`config.mk`:
```
export PLATFORM = sky130hd
export DESIGN_NAME = floo_axis_vc_credit_scheduler
export DESIGN_NICKNAME = d
export VERILOG_FILES = /design/src/rtl/floo_axis_vc_credit_scheduler.sv
export SDC_FILE = /design/constraint.sdc
export NUM_CORES = 1
export LEC_CHECK = 0
export BUFFER_PORTS_ARGS = -buffer_cell sky130_fd_sc_hd__buf_2
export CAP_MARGIN = 0
export CORE_ASPECT_RATIO = 1.4
export CORE_MARGIN = 10
export CORE_UTILIZATION = 35
export CTS_CLUSTER_DIAMETER = 30
export DETAILED_ROUTE_END_ITERATION = 12
export GPL_TIMING_DRIVEN = 0
export PLACE_DENSITY = 0.74
export SLEW_MARGIN = 0
export SYNTH_ARGS = -nofsm -noshare
export SYNTH_HDL_FRONTEND = slang
export SYNTH_SLANG_ARGS = --single-unit
```
`constraint.sdc`:
```
create_clock -name clk_i -period 2 [get_ports clk_i]
set_input_delay 0.3 -clock clk_i [delete_from_list [all_inputs] [get_ports clk_i]]
set_output_delay 0.3 -clock clk_i [all_outputs]
set_load 0.02 [all_outputs]
```
`src/rtl/floo_axis_vc_credit_scheduler.sv`:
```
// floo_axis_vc_credit_scheduler: round-robin, credit-gated mux of NoC VCs onto one registered AXIS link
module floo_axis_vc_credit_scheduler #(
    parameter int unsigned NumVc      = 2,
    parameter int unsigned DataWidth  = 64,
    parameter int unsigned NumCredits = 3,
    localparam int unsigned IdxW      = $clog2(NumVc),
    localparam int unsigned CntW      = $clog2(NumCredits + 1)
) (
    input  logic                      clk_i,
    input  logic                      rst_ni,
    input  logic [NumVc-1:0]          vc_valid_i,
    output logic [NumVc-1:0]          vc_ready_o,
    input  logic [NumVc*DataWidth-1:0] vc_data_i,
    output logic                      axis_tvalid_o,
    input  logic                      axis_tready_i,
    output logic [IdxW+DataWidth-1:0] axis_tdata_o,
    input  logic [NumVc-1:0]          credit_rtn_i,
    output logic [NumVc*CntW-1:0]     credits_o,
    output logic                      credit_err_o
);
    localparam logic [IdxW:0]   VcN    = (IdxW + 1)'(NumVc);
    localparam logic [IdxW-1:0] LastVc = IdxW'(NumVc - 1);
    localparam logic [CntW-1:0] MaxCnt = CntW'(NumCredits);

    logic [DataWidth-1:0] vc_data [NumVc];
    logic [CntW-1:0]      cnt_q   [NumVc];
    logic [CntW-1:0]      cnt_d   [NumVc];
    logic [NumVc-1:0]     elig;
    logic [IdxW-1:0]      ptr_q, gnt_idx, idx;
    logic [IdxW:0]        sum;
    logic                 gnt_found, load, gnt, err_d;

    for (genvar v = 0; v < NumVc; v++) begin : g_vc
        assign vc_data[v] = vc_data_i[v*DataWidth +: DataWidth];
        assign elig[v] = vc_valid_i[v] & (cnt_q[v] != '0);
        assign credits_o[v*CntW +: CntW] = cnt_q[v];
    end

    assign load = !axis_tvalid_o | axis_tready_i;
    assign gnt  = load & gnt_found;

    // First eligible VC at or after the round-robin pointer, wrapping around
    always_comb begin
        gnt_found = 1'b0;
        gnt_idx   = '0;
        sum       = '0;
        idx       = '0;
        for (int unsigned i = 0; i < NumVc; i++) begin
            sum = {1'b0, ptr_q} + (IdxW + 1)'(i);
            idx = IdxW'(sum >= VcN ? sum - VcN : sum);
            if (!gnt_found && elig[idx]) begin
                gnt_found = 1'b1;
                gnt_idx   = idx;
            end
        end
    end

    // One-hot accept strobe for the granted VC, forced low while in reset
    always_comb begin
        vc_ready_o = '0;
        if (rst_ni && gnt) vc_ready_o[gnt_idx] = 1'b1;
    end

    // Credit bookkeeping: a send consumes, a return refunds, both together cancel
    always_comb begin
        err_d = credit_err_o;
        for (int unsigned j = 0; j < NumVc; j++) begin
            cnt_d[j] = (vc_ready_o[j] && !credit_rtn_i[j]) ? cnt_q[j] - 1'b1 :
                       (credit_rtn_i[j] && !vc_ready_o[j] && cnt_q[j] != MaxCnt) ? cnt_q[j] + 1'b1 :
                       cnt_q[j];
            err_d = err_d | (credit_rtn_i[j] & !vc_ready_o[j] & (cnt_q[j] == MaxCnt));
        end
    end

    // Output register, RR pointer, credit counters and sticky overflow flag
    always_ff @(posedge clk_i or negedge rst_ni) begin
        if (!rst_ni) begin
            axis_tvalid_o <= 1'b0;
            axis_tdata_o  <= '0;
            ptr_q         <= '0;
            credit_err_o  <= 1'b0;
            cnt_q         <= '{default: MaxCnt};
        end else begin
            credit_err_o <= err_d;
            cnt_q        <= cnt_d;
            if (load) begin
                axis_tvalid_o <= gnt_found;
                if (gnt_found) begin
                    axis_tdata_o <= {gnt_idx, vc_data[gnt_idx]};
                    ptr_q        <= (gnt_idx == LastVc) ? '0 : gnt_idx + 1'b1;
                end
            end
        end
    end
endmodule

```
==> summary.txt, run 1 <==
Run status
  – Status: complete, no violations

Clock tree
  – Num CTS Buffers: 9
  – Clock buffer depth: 2
  – H-tree depth: 3
  – TritonCTS clock tree: yes
  – Clock root buffer: clkbuf_16
  – Latest clock arrival within the worst-skew pair: 0.32 ns
  – Clock slew at the register clock pins of the worst setup and hold paths: 0.05 ns
  – Num Clock Sinks: 72

Worst setup path
  – Bufs and invs on worst path: 2
  – CP max-delay cell: dfstp_2
  – Kind of critical path: flip-flop to primary output
  – Critical path depth: 4
  – Startpoint Class: flip-flop
  – CP top delay family: flip-flops
  – Required @ worst endpoint: between 1.5 and 2 ns
  – Nature of the critical path endpoint: primary output
  – CP Max Fanout: 8
  – Worst stage delay on the critical path: ~0.6 ns
  – Worst Reg-to-Reg Cells: 6
  – CP cell instances: o21a_1 > nand4_1 > inv_1 > buf_4
  – Worst EP arrival: 1.60 ns

Synthesis
  – Synth cell types: 27
  – Primary FF master, synth: dfrtp_1
  – Post-synth EDFFs: 0
  – Post-synthesis sequential area ratio: 59.2%
  – Post-Synthesis Cells: 256
  – Most area-hungry cell type in the Yosys netlist: dfrtp_1
  – Post-synth ARST share: 100%
  – Avg Cell Area, Syn: 11.9 µm²
  – Synth Cell Area: 3050 µm²
  – Synth top area cells: dfrtp_1, a222oi_1, inv_1
  – Synth Net Count: 391
  – #FFs+latches synth: 72
  – Synth cell count leaders: dfrtp_1, inv_1, a222oi_1, buf_2, buf_6
  – Yosys top cell area share: 55.8%
  – Syn. warnings: 0

Final layout
  – Share of layout cells above drive strength 1: roughly half
  – Fill count: 778
  – Non-Filler Instances: 586
  – Nets: between 600 and 700
  – ANT cells: 0
  – Area delta synth->final: 49.1%
  – Fin area: 4550 µm²

Routing
  – Drt pass-1 iters: 8
  – Wire per inst: 18.4 µm
  – Post-route ant nets: 0
  – Post-Route WL: 10,800 µm
  – Initial DRC Count: 271
  – Routed vias/inst: 5.23
  – DRC viols: 0
  – Vias: 3,064

Power
  – Sw Pwr: 1.43 mW
  – Sequential share of power: about two fifths
  – Internal power: 3.15 mW
  – Pwr Density: 1010 nW/µm²
  – Peak supply drop: 0.567 mV
  – Clock share of power: 32.3%
  – Leak: approximately 2.6 nW
  – Logic pwr share: 27.2%
  – Sw Share: 31.2%
  – Total design power: 4.58 mW

Floorplanning
  – Starting density of the core: 35.6%
  – Die W: between 90 and 100 µm
  – Io pins: between 200 and 250
  – Core ar.: 8560 µm²
  – Die area: 12,900 µm²
  – Row count: 40
  – Die height: 130 µm

STA
  – Endpoints failing setup: 0
  – Min Hold Slack: 0.00101 ns
  – Slew @ Worst Pin: about 0.67 ns
  – Tcrit/Tclk final: 94.8%
  – Tmin final: around 1.9 ns
  – Total negative slack: 0 ns
  – Slew Viols, Final: 0
  – Fmax: 528 MHz
  – Hold Vio Cnt, Final: 0
  – Clock skew: 0.00481 ns
  – Slew margin rel.: 55.4%

Job
  – Maxcap violations: 0

Global routing
  – Met2 Use GR: 27.0%
  – GR Util met3: about 5.9%
  – Largest net degree at the start of global routing: 75
  – Initial antenna violation count: 0
  – Overall Global Routing Usage: between 15 and 20%
  – First-pass GRT wire length: 16,200 µm
  – Gr busiest metal: met2
  – Total gr overflow: 0
  – Vias in the first global route: 3,250
  – Met1 Usage GRT: about 16%

Placed design
  – RD Place Congestion: 0.762
  – Placed insts: 568
  – DP Area: 4220 µm²
  – HPWL Detailed: 8570 µm
  – Port-buffer cells: 207

Worst hold path
  – Worst Hold Class: input port to asynchronous set/reset pin
flip-flops by register name, indices dropped and copies added (netlist names):
name / cells
ptr_q: 1
axis_tdata_o: 65
credit_err_o: 1
credits_o: 4
axis_tvalid_o: 1
metal layers:
layer | vias to the layer above | share of wire [%] | routed length (µm)
met4 | 0 | 1.3 | 135
met2 | 156 | 52 | 5640
met1 | 1476 | 36 | 3840
met3 | 11 | 11 | 1140
li1 | 1421 | - | -
met5 | - | 0 | 0
worst paths after layout:
path	startpoint	to	slack, ns
worst max-delay path	credits_o[0]	vc_ready_o[0]	0.10
worst min-delay path	rst_ni	axis_tdata_o[21]	0.001
worst max register to register	credits_o[0]	axis_tdata_o[26]	0.16
worst min register to register	axis_tdata_o[64]	axis_tdata_o[64]	0.48
max in group asynchronous	rst_ni	axis_tdata_o[2]	1.55
min in group clk_i	vc_data_i[123]	axis_tdata_o[59]	0.19
through the flow:
stage | worst slack [ns] | utilization [%]
finish | 0.105 | 53.2
global placement | -0.805 | 49.3
floorplan | 0.323 | -
detailed placement | -0.178 | 49.3
global route | -0.0263 | 53.2
CTS | 0.0228 | 52.7
final cells by class:
type | count | area, µm² | area share (%)
inverters | 68 | 255 | 5.61
flip-flops and latches | 72 | 1810 | 39.7
clock buffers | 16 | 282 | 6.19
plain buffers | 21 | 145 | 3.19
multi-input cells | 95 | 870 | 19.1
repair buffers | 209 | 1060 | 23.3
well taps | 105 | 131 | 2.89
logic make-up (layout without fill, tap and decap cells):
family | Yosys count | after routing | synth area share (%)
buffers and inverters | 89 | 314 | 12.9
AO/OA/AOI/OAI | 81 | 81 | 24.9
flip-flops | 72 | 72 | 59.2
AND/OR/NAND/NOR | 12 | 12 | 2.46
XOR/XNOR | 2 | 2 | 0.574
power groups by stage:
stage	Sequential (mW)	Clock [mW]	Combinational (mW)
5_1_grt	1.88	1.58	1.36
4_1_cts	1.85	1.52	1.26
3_5_place_dp	1.87	0	1.25
3_3_place_gp	1.86	0	1.22
6_report	1.85	1.48	1.25
2_1_floorplan	2.17	0	0.396
timing repair:
item	CTS	global route
cloned	0	0
gates resized for setup	2	8
buffers inserted	0	2
hold buffers	0	0
pin swaps	0	2
endpoints found under the setup margin	2	17
cells in the final DEF (no fill, tap or decap):
cell / Yosys / routed
buf_6: 6 / 7
o31ai_1: 1 / 1
nand4_1: 1 / 1
o211ai_1: 1 / 1
o21ai_0: 3 / 2
and4b_1: 2 / 2
nand3_1: 2 / 2
clkbuf_8: 0 / 3
inv_1: 68 / 68
clkbuf_16: 0 / 9
a21o_1: 2 / 2
and3_4: 1 / 1
nand2b_1: 1 / 1
buf_4: 0 / 4
o21a_1: 2 / 1
o2111ai_4: 0 / 1
nand2_1: 2 / 2
o21ai_1: 1 / 2
nor3_1: 2 / 2
clkbuf_4: 0 / 2
a222oi_1: 64 / 64
buf_2: 11 / 213
xor2_1: 2 / 2
a41oi_1: 1 / 1
a21oi_1: 2 / 2
o21a_2: 0 / 1
a211oi_1: 2 / 2
o211a_1: 1 / 1
clkbuf_1: 4 / 8
dfrtp_1: 68 / 68
dfstp_2: 4 / 4
nor2_1: 1 / 1
Power figures use the tool's default switching activity.
==> inputs of run 2 (changes only) <==
ABC_AREA = 0   (was not set)
clock period = 2.25 ns   (was 2 ns; I/O delays follow)
==> run 2 against run 1 <==
Against the previous run: flip-flop and latch count stayed put; largest cell class unchanged; count of clock-buffer cells in the layout did not move; routed wire length is essentially flat; first-iteration DRC count fell by 7.0%; critical path depth stayed put; final cell count shrank 0.34%; power fell by 11%; clock power is 11% lower; sequential power shrank 11%; sequential share of layout area is 0.39 points higher; critical path type unchanged; largest power group unchanged.
==> summary.txt, run 2 (same netlist as run 1, synthesis figures left out) <==
Floorplanning
  – Die W: 98.9 µm (unchanged)
  – Starting density of the core: 35.6% (unchanged)
  – Die area: 12,900 µm² (unchanged)
  – Core ar.: 8560 µm² (unchanged)
  – Die height: 130 µm (unchanged)
  – Io pins: 208 (unchanged)
  – Row count: 40 (unchanged)

Job
  – Maxcap violations: 0 (unchanged)

STA
  – Hold Vio Cnt, Final: 0 (unchanged)
  – Endpoints failing setup: 0 (unchanged)
  – Fmax: 480 MHz
  – Clock skew: 0.00559 ns (was 0.00481 ns)
  – Total negative slack: 0 ns (unchanged)
  – Slew @ Worst Pin: 0.660 ns (was 0.669 ns)
  – Slew margin rel.: 56.0% (was 55.4%)
  – Slew Viols, Final: 0 (unchanged)
  – Tcrit/Tclk final: 92.6%
  – RSZ-0062 raised after global routing: no
  – Tmin final: 2.08 ns

Worst setup path
  – CP Max Fanout: 8 (unchanged)
  – Required @ worst endpoint: 1.91 ns (was 1.70 ns)
  – Worst EP arrival: 1.75 ns (was 1.60 ns)
  – Kind of critical path: flip-flop to primary output (unchanged)
  – Worst Reg-to-Reg Cells: 6 (unchanged)
  – Startpoint Class: flip-flop (unchanged)
  – Nature of the critical path endpoint: primary output (unchanged)

Clock tree
  – Num Clock Sinks: 72 (unchanged)
  – Latest clock arrival within the worst-skew pair: 0.32 ns (about the same)
  – TritonCTS clock tree: yes (unchanged)
  – Clock root buffer: clkbuf_16 (unchanged)
  – Clock slew at the register clock pins of the worst setup and hold paths: 0.05 ns (about the same)
  – Num CTS Buffers: 9 (unchanged)
  – CTS Hold Buffers Added: 0 (unchanged)
  – Clock buffer depth: 2 (unchanged)
  – H-tree depth: 3 (unchanged)

Placed design
  – HPWL Detailed: 8570 µm (unchanged)
  – Placed insts: 568 (unchanged)
  – DP Area: 4220 µm² (unchanged)
  – Port-buffer cells: 207 (unchanged)
  – RD Place Congestion: 0.762 (unchanged)

Final layout
  – Share of layout cells above drive strength 1: 50.3% (was 50.9%)
  – Non-Filler Instances: 584 (was 586)
  – Fin area: 4510 µm² (was 4550 µm²)
  – ANT cells: 0 (unchanged)
  – Most common cell after layout, fill and taps aside: buf_2 (unchanged)
  – Largest register FFs: 65 (unchanged)
  – Most frequent cells in the layout: buf_2, inv_1, dfrtp_1, a222oi_1, clkbuf_16 (unchanged)
  – Final core occ: 52.6% (was 53.2%)
  – Nets: 609 (was 611)
  – Area delta synth->final: 47.7% (was 49.1%)
  – Largest Register: axis_tdata_o (unchanged)

Global routing
  – Overall Global Routing Usage: 15.3% (about the same)
  – Initial antenna violation count: 0 (unchanged)
  – Largest net degree at the start of global routing: 75 (unchanged)
  – Total gr overflow: 0 (unchanged)
  – First-pass GRT wire length: 16,200 µm (about the same)
  – Vias in the first global route: 3,253 (was 3,250)

Routing
  – Met3 WL: 1140 µm (about the same)
  – Vias: 3,064 (unchanged)
  – DRC viols: 0 (unchanged)
  – Post-Route WL: 10,700 µm (was 10,800 µm)
  – Post-route ant nets: 0 (unchanged)
  – Initial DRC Count: 252 (was 271)
  – Drt pass-1 iters: 6 (was 8)
  – Routed vias/inst: 5.25 (was 5.23)
  – DR WL met2: 5620 µm (was 5640 µm)
  – Wire per inst: 18.4 µm (about the same)
  – M1 wire length: 3880 µm (was 3840 µm)
  – Highest routed layer: met4 (unchanged)

Power
  – Pwr Density: 900 nW/µm² (was 1010 nW/µm²)
  – Peak supply drop: 0.504 mV (was 0.567 mV)
  – Leak: 2.61 nW (was 2.62 nW)

Run status
  – Status: complete, no violations (unchanged)

Worst hold path
  – Worst Hold Class: input port to asynchronous set/reset pin (unchanged)
[run 2: changes by cell type in the layout (fill, tap and decap cells not counted)]
cell,before,now
o21a_2,1,0
o21ai_0,2,3
o2111ai_1,0,1
o2111ai_4,1,0
buf_4,4,0
o21a_1,1,2
clkbuf_4,2,0
o21ai_1,2,1
buf_2,213,217
[run 2: worst paths after layout]
kind / from / endpoint / slack [ns]
max: credits_o[0] / vc_ready_o[1] / 0.17
min: rst_ni / axis_tdata_o[21] / 0.04
max reg2reg: credits_o[0] / axis_tdata_o[2] / 0.41
min reg2reg: axis_tdata_o[64] / axis_tdata_o[64] / 0.48
max in group asynchronous: rst_ni / axis_tdata_o[2] / 1.77
min in group clk_i: vc_data_i[123] / axis_tdata_o[59] / 0.23
[run 2: critical path: stages, from the launching register on]
cell and delay, ns:
dfstp_2 0.59, o21ai_0 0.13, o2111ai_1 0.44, inv_1 0.10, buf_2 0.18
[run 2: metrics by stage]
step           worst slack (ns)  hold WS [ns]  total power, mW
2_1_floorplan             0.573        0.0419             2.28
3_3_place_gp             -0.603         0.458             2.74
3_5_place_dp           -0.00340         0.465             2.78
4_1_cts                   0.114        0.0565             4.12
5_1_grt                 0.00538        0.0763             4.27
6_report                  0.167        0.0362             4.06
[run 2: what timing repair did]
action | 4_1_cts | 5_1_grt
buffers inserted | 0 | 0
gates resized for setup | 1 | 0
endpoints found under the setup margin | 1 | 0
[run 2: metal layers]
| layer | GRT usage (%) | vias to the layer above |
|---|---|---|
| met5 | 0 | - |
| met4 | 5.66 | 0 |
| met3 | 5.89 | 8 |
| met2 | 27.0 | 152 |
| met1 | 16.3 | 1487 |
| li1 | - | 1417 |
[run 2: area by class of cell]
class | count | area (µm²)
Fill cell | 783 | 4050
Sequential cell | 72 | 1810
Timing Repair Buffer | 207 | 1040
Multi-Input combinational cell | 95 | 851
Clock buffer | 16 | 282
Inverter | 68 | 255
Buffer | 21 | 138
Tap cell | 105 | 131
[run 2: report_power, final]
group	total [mW]	internal (mW)	leakage, nW	switching [mW]
Clock	1.31	0.838	0.137	0.473
Combinational	1.10	0.434	1.60	0.664
Sequential	1.65	1.52	0.872	0.127
Total	4.06	2.79	2.61	1.26
==> inputs of run 3 (changes only) <==
CORE_ASPECT_RATIO = not set   (was 1.4)
CTS_BUF_LIST = sky130_fd_sc_hd__clkbuf_8   (was not set)
REMOVE_ABC_BUFFERS = 1   (was not set)
==> run 3 against run 2 <==
Against the previous run: the run now ends with hold timing left; critical path depth is the same; non-clock buffer count shrank 19; sequential power is essentially flat.
==> summary.txt, run 3 (same netlist as run 1, synthesis figures left out) <==
Run status
  – Status: finished with violations (was complete, no violations)
  – Failing checks: hold timing

Routing
  – Highest routed layer: met4 (unchanged)
  – Drt pass-1 iters: 9 (was 6)
  – Met3 WL: 1170 µm (was 1140 µm)
  – Wire per inst: 17.6 µm (was 18.4 µm)
  – DRC viols: 0 (unchanged)
  – DR WL met2: 4960 µm (was 5620 µm)
  – M1 wire length: 3670 µm (was 3880 µm)
  – Post-Route WL: 9930 µm (was 10,700 µm)
  – Routed vias/inst: 5.33 (was 5.25)
  – Initial DRC Count: 333 (was 252)
  – Post-route ant nets: 0 (unchanged)
  – Vias: 3,012 (was 3,064)

Final layout
  – Fin area: 4410 µm² (was 4510 µm²)
  – Share of layout cells above drive strength 1: 50.7% (was 50.3%)
  – Final core occ: 52.9% (was 52.6%)
  – ANT cells: 0 (unchanged)
  – Most common cell after layout, fill and taps aside: buf_2 (unchanged)
  – Most frequent cells in the layout: buf_2, inv_1, dfrtp_1, a222oi_1, clkbuf_8 (was buf_2, inv_1, dfrtp_1, a222oi_1, clkbuf_16)
  – Largest register FFs: 65 (unchanged)
  – Area delta synth->final: 44.7% (was 47.7%)
  – Largest Register: axis_tdata_o (unchanged)
  – Fill count: 742 (was 783)
  – Nets: 590 (was 609)

Clock tree
  – H-tree depth: 3 (unchanged)
  – Clock slew at the register clock pins of the worst setup and hold paths: 0.08 ns (was 0.05 ns)
  – Clock buffer depth: 2 (unchanged)
  – Clock root buffer: clkbuf_8 (was clkbuf_16)
  – Num Clock Sinks: 72 (unchanged)
  – Latest clock arrival within the worst-skew pair: 0.34 ns (was 0.32 ns)
  – Num CTS Buffers: 9 (unchanged)
  – TritonCTS clock tree: yes (unchanged)

Floorplanning
  – Die area: 12,800 µm² (was 12,900 µm²)
  – Row count: 33 (was 40)
  – Starting density of the core: 36.6% (was 35.6%)
  – Die W: 113 µm (was 98.9 µm)
  – Io pins: 208 (unchanged)
  – Core ar.: 8340 µm² (was 8560 µm²)
  – Die height: 113 µm (was 130 µm)

Power
  – Sw Pwr: 1.24 mW (was 1.26 mW)
  – Sw Share: 31.2% (about the same)
  – Leak: 2.53 nW (was 2.61 nW)
  – Internal power: 2.73 mW (was 2.79 mW)
  – Logic pwr share: 27.0% (was 27.1%)
  – Peak supply drop: 0.369 mV (was 0.504 mV)
  – Pwr Density: 900 nW/µm² (about the same)
  – Sequential share of power: 41.4% (was 40.6%)
  – Clock share of power: 31.6% (was 32.3%)

Global routing
  – First-pass GRT wire length: 15,500 µm (was 16,200 µm)
  – Vias in the first global route: 3,217 (was 3,253)
  – Largest net degree at the start of global routing: 75 (unchanged)
  – Overall Global Routing Usage: 14.4% (was 15.3%)
  – Initial antenna violation count: 0 (unchanged)
  – Total gr overflow: 0 (unchanged)

STA
  – Clock skew: 0.0119 ns (was 0.00559 ns)
  – Hold Vio Cnt, Final: 6 (was 0)
  – Slew margin rel.: 40.8% (was 56.0%)
  – Slew @ Worst Pin: 0.885 ns (was 0.660 ns)
  – Tmin final: 2.08 ns (about the same)
  – Min Hold Slack: -0.0183 ns (was 0.0362 ns)
  – Fmax: 480 MHz (about the same)
  – Slew Viols, Final: 0 (unchanged)
  – Tcrit/Tclk final: 92.6% (about the same)
  – Endpoints failing setup: 0 (unchanged)
  – RSZ-0062 raised after global routing: no (unchanged)

Job
  – Maxcap violations: 0 (unchanged)

Worst setup path
  – CP Max Fanout: 8 (unchanged)
  – Kind of critical path: flip-flop to primary output (unchanged)
  – Worst stage delay on the critical path: 0.60 ns (was 0.59 ns)
  – Nature of the critical path endpoint: primary output (unchanged)
  – Bufs and invs on worst path: 2 (unchanged)
  – Worst Reg-to-Reg Cells: 5 (was 6)
  – CP cell instances: o21a_1 > nand4_1 > inv_1 > buf_2 (was o21ai_0 > o2111ai_1 > inv_1 > buf_2)
  – Required @ worst endpoint: 1.91 ns (about the same)
  – CP top delay family: flip-flops (unchanged)
  – Worst EP arrival: 1.75 ns (about the same)
  – Startpoint Class: flip-flop (unchanged)
  – CP max-delay cell: dfstp_2 (unchanged)
  – Critical path depth: 4 (unchanged)

Placed design
  – HPWL Detailed: 7800 µm (was 8570 µm)
  – RD Place Congestion: 0.740 (was 0.762)
  – Port-buffer cells: 207 (unchanged)
  – DP Area: 4150 µm² (was 4220 µm²)

Worst hold path
  – Worst Hold Class: input port to asynchronous set/reset pin (unchanged)
==> run 3: cell count changes in the layout (fill, tap and decap cells not counted), moves of 2 or more <==
cell       change
buf_16         +2
buf_2         -11
buf_6          -6
bufinv_16      +3
clkbuf_1       -8
clkbuf_16      -9
clkbuf_8       +8
==> run 3: final timing paths <==
| path | end | from | slack (ns) |
|---|---|---|---|
| min in group clk_i | axis_tdata_o[25] | vc_data_i[89] | 0.21 |
| worst max-delay path | vc_ready_o[0] | credits_o[0] | 0.17 |
| worst max register to register | axis_tdata_o[30] | credits_o[3] | 0.19 |
| worst min register to register | credit_err_o | credit_err_o | 0.48 |
| worst min-delay path | axis_tdata_o[2] | rst_ni | -0.02 |
| max in group asynchronous | axis_tdata_o[15] | rst_ni | 1.79 |
==> run 3: layout make-up <==
class | count | area [µm²] | share of cell area, %
inverters | 68 | 255 | 5.78
flip-flops and latches | 72 | 1810 | 40.9
well taps | 105 | 131 | 2.98
multi-input cells | 95 | 868 | 19.7
repair buffers | 209 | 1100 | 24.9
clock inverters | 5 | 103 | 2.32
clock buffers | 11 | 151 | 3.43
==> run 3: worst reg2reg max path: cells and delay by family (launching register included) <==
family / cells / cell delay (ns)
buf+inv: 2 / 0.35
compound gates: 3 / 1.06
flops: 1 / 0.58
==> run 3: what timing repair did <==
action	CTS	global route
setup endpoints to repair	0	2
hold buffers	0	0
resized for setup	0	2
buffers inserted	0	0
==> run 3: power groups by stage <==
stage | Combinational, mW | Sequential [mW] | Clock (mW)
2_1_floorplan | 0.321 | 1.93 | 0
3_3_place_gp | 1.05 | 1.66 | 0
3_5_place_dp | 1.09 | 1.66 | 0
4_1_cts | 1.09 | 1.64 | 1.30
5_1_grt | 1.17 | 1.67 | 1.35
6_report | 1.07 | 1.64 | 1.26
==> run 3: metrics by stage <==
stage                     TNS [ns]  hold WS [ns]  setup WS [ns]  power [mW]  cells
after floorplan             -59.34        0.0419         -0.902        2.25    235
after global placement     -128.31         0.456          -1.95        2.71    547
after detailed placement         0         0.464         0.0397        2.75    549
after CTS                        0         0.141         0.0313        4.03    565
after global routing             0        0.0463         0.0225        4.18    565
final                            0       -0.0183          0.167        3.97    565
==> run 3: per-layer routing <==
metal | vias up | global-route usage, %
met2 | 177 | 24.8
li1 | 1383 | -
met1 | 1441 | 15.0
met4 | 0 | 5.16
met5 | - | 0
met3 | 11 | 6.87
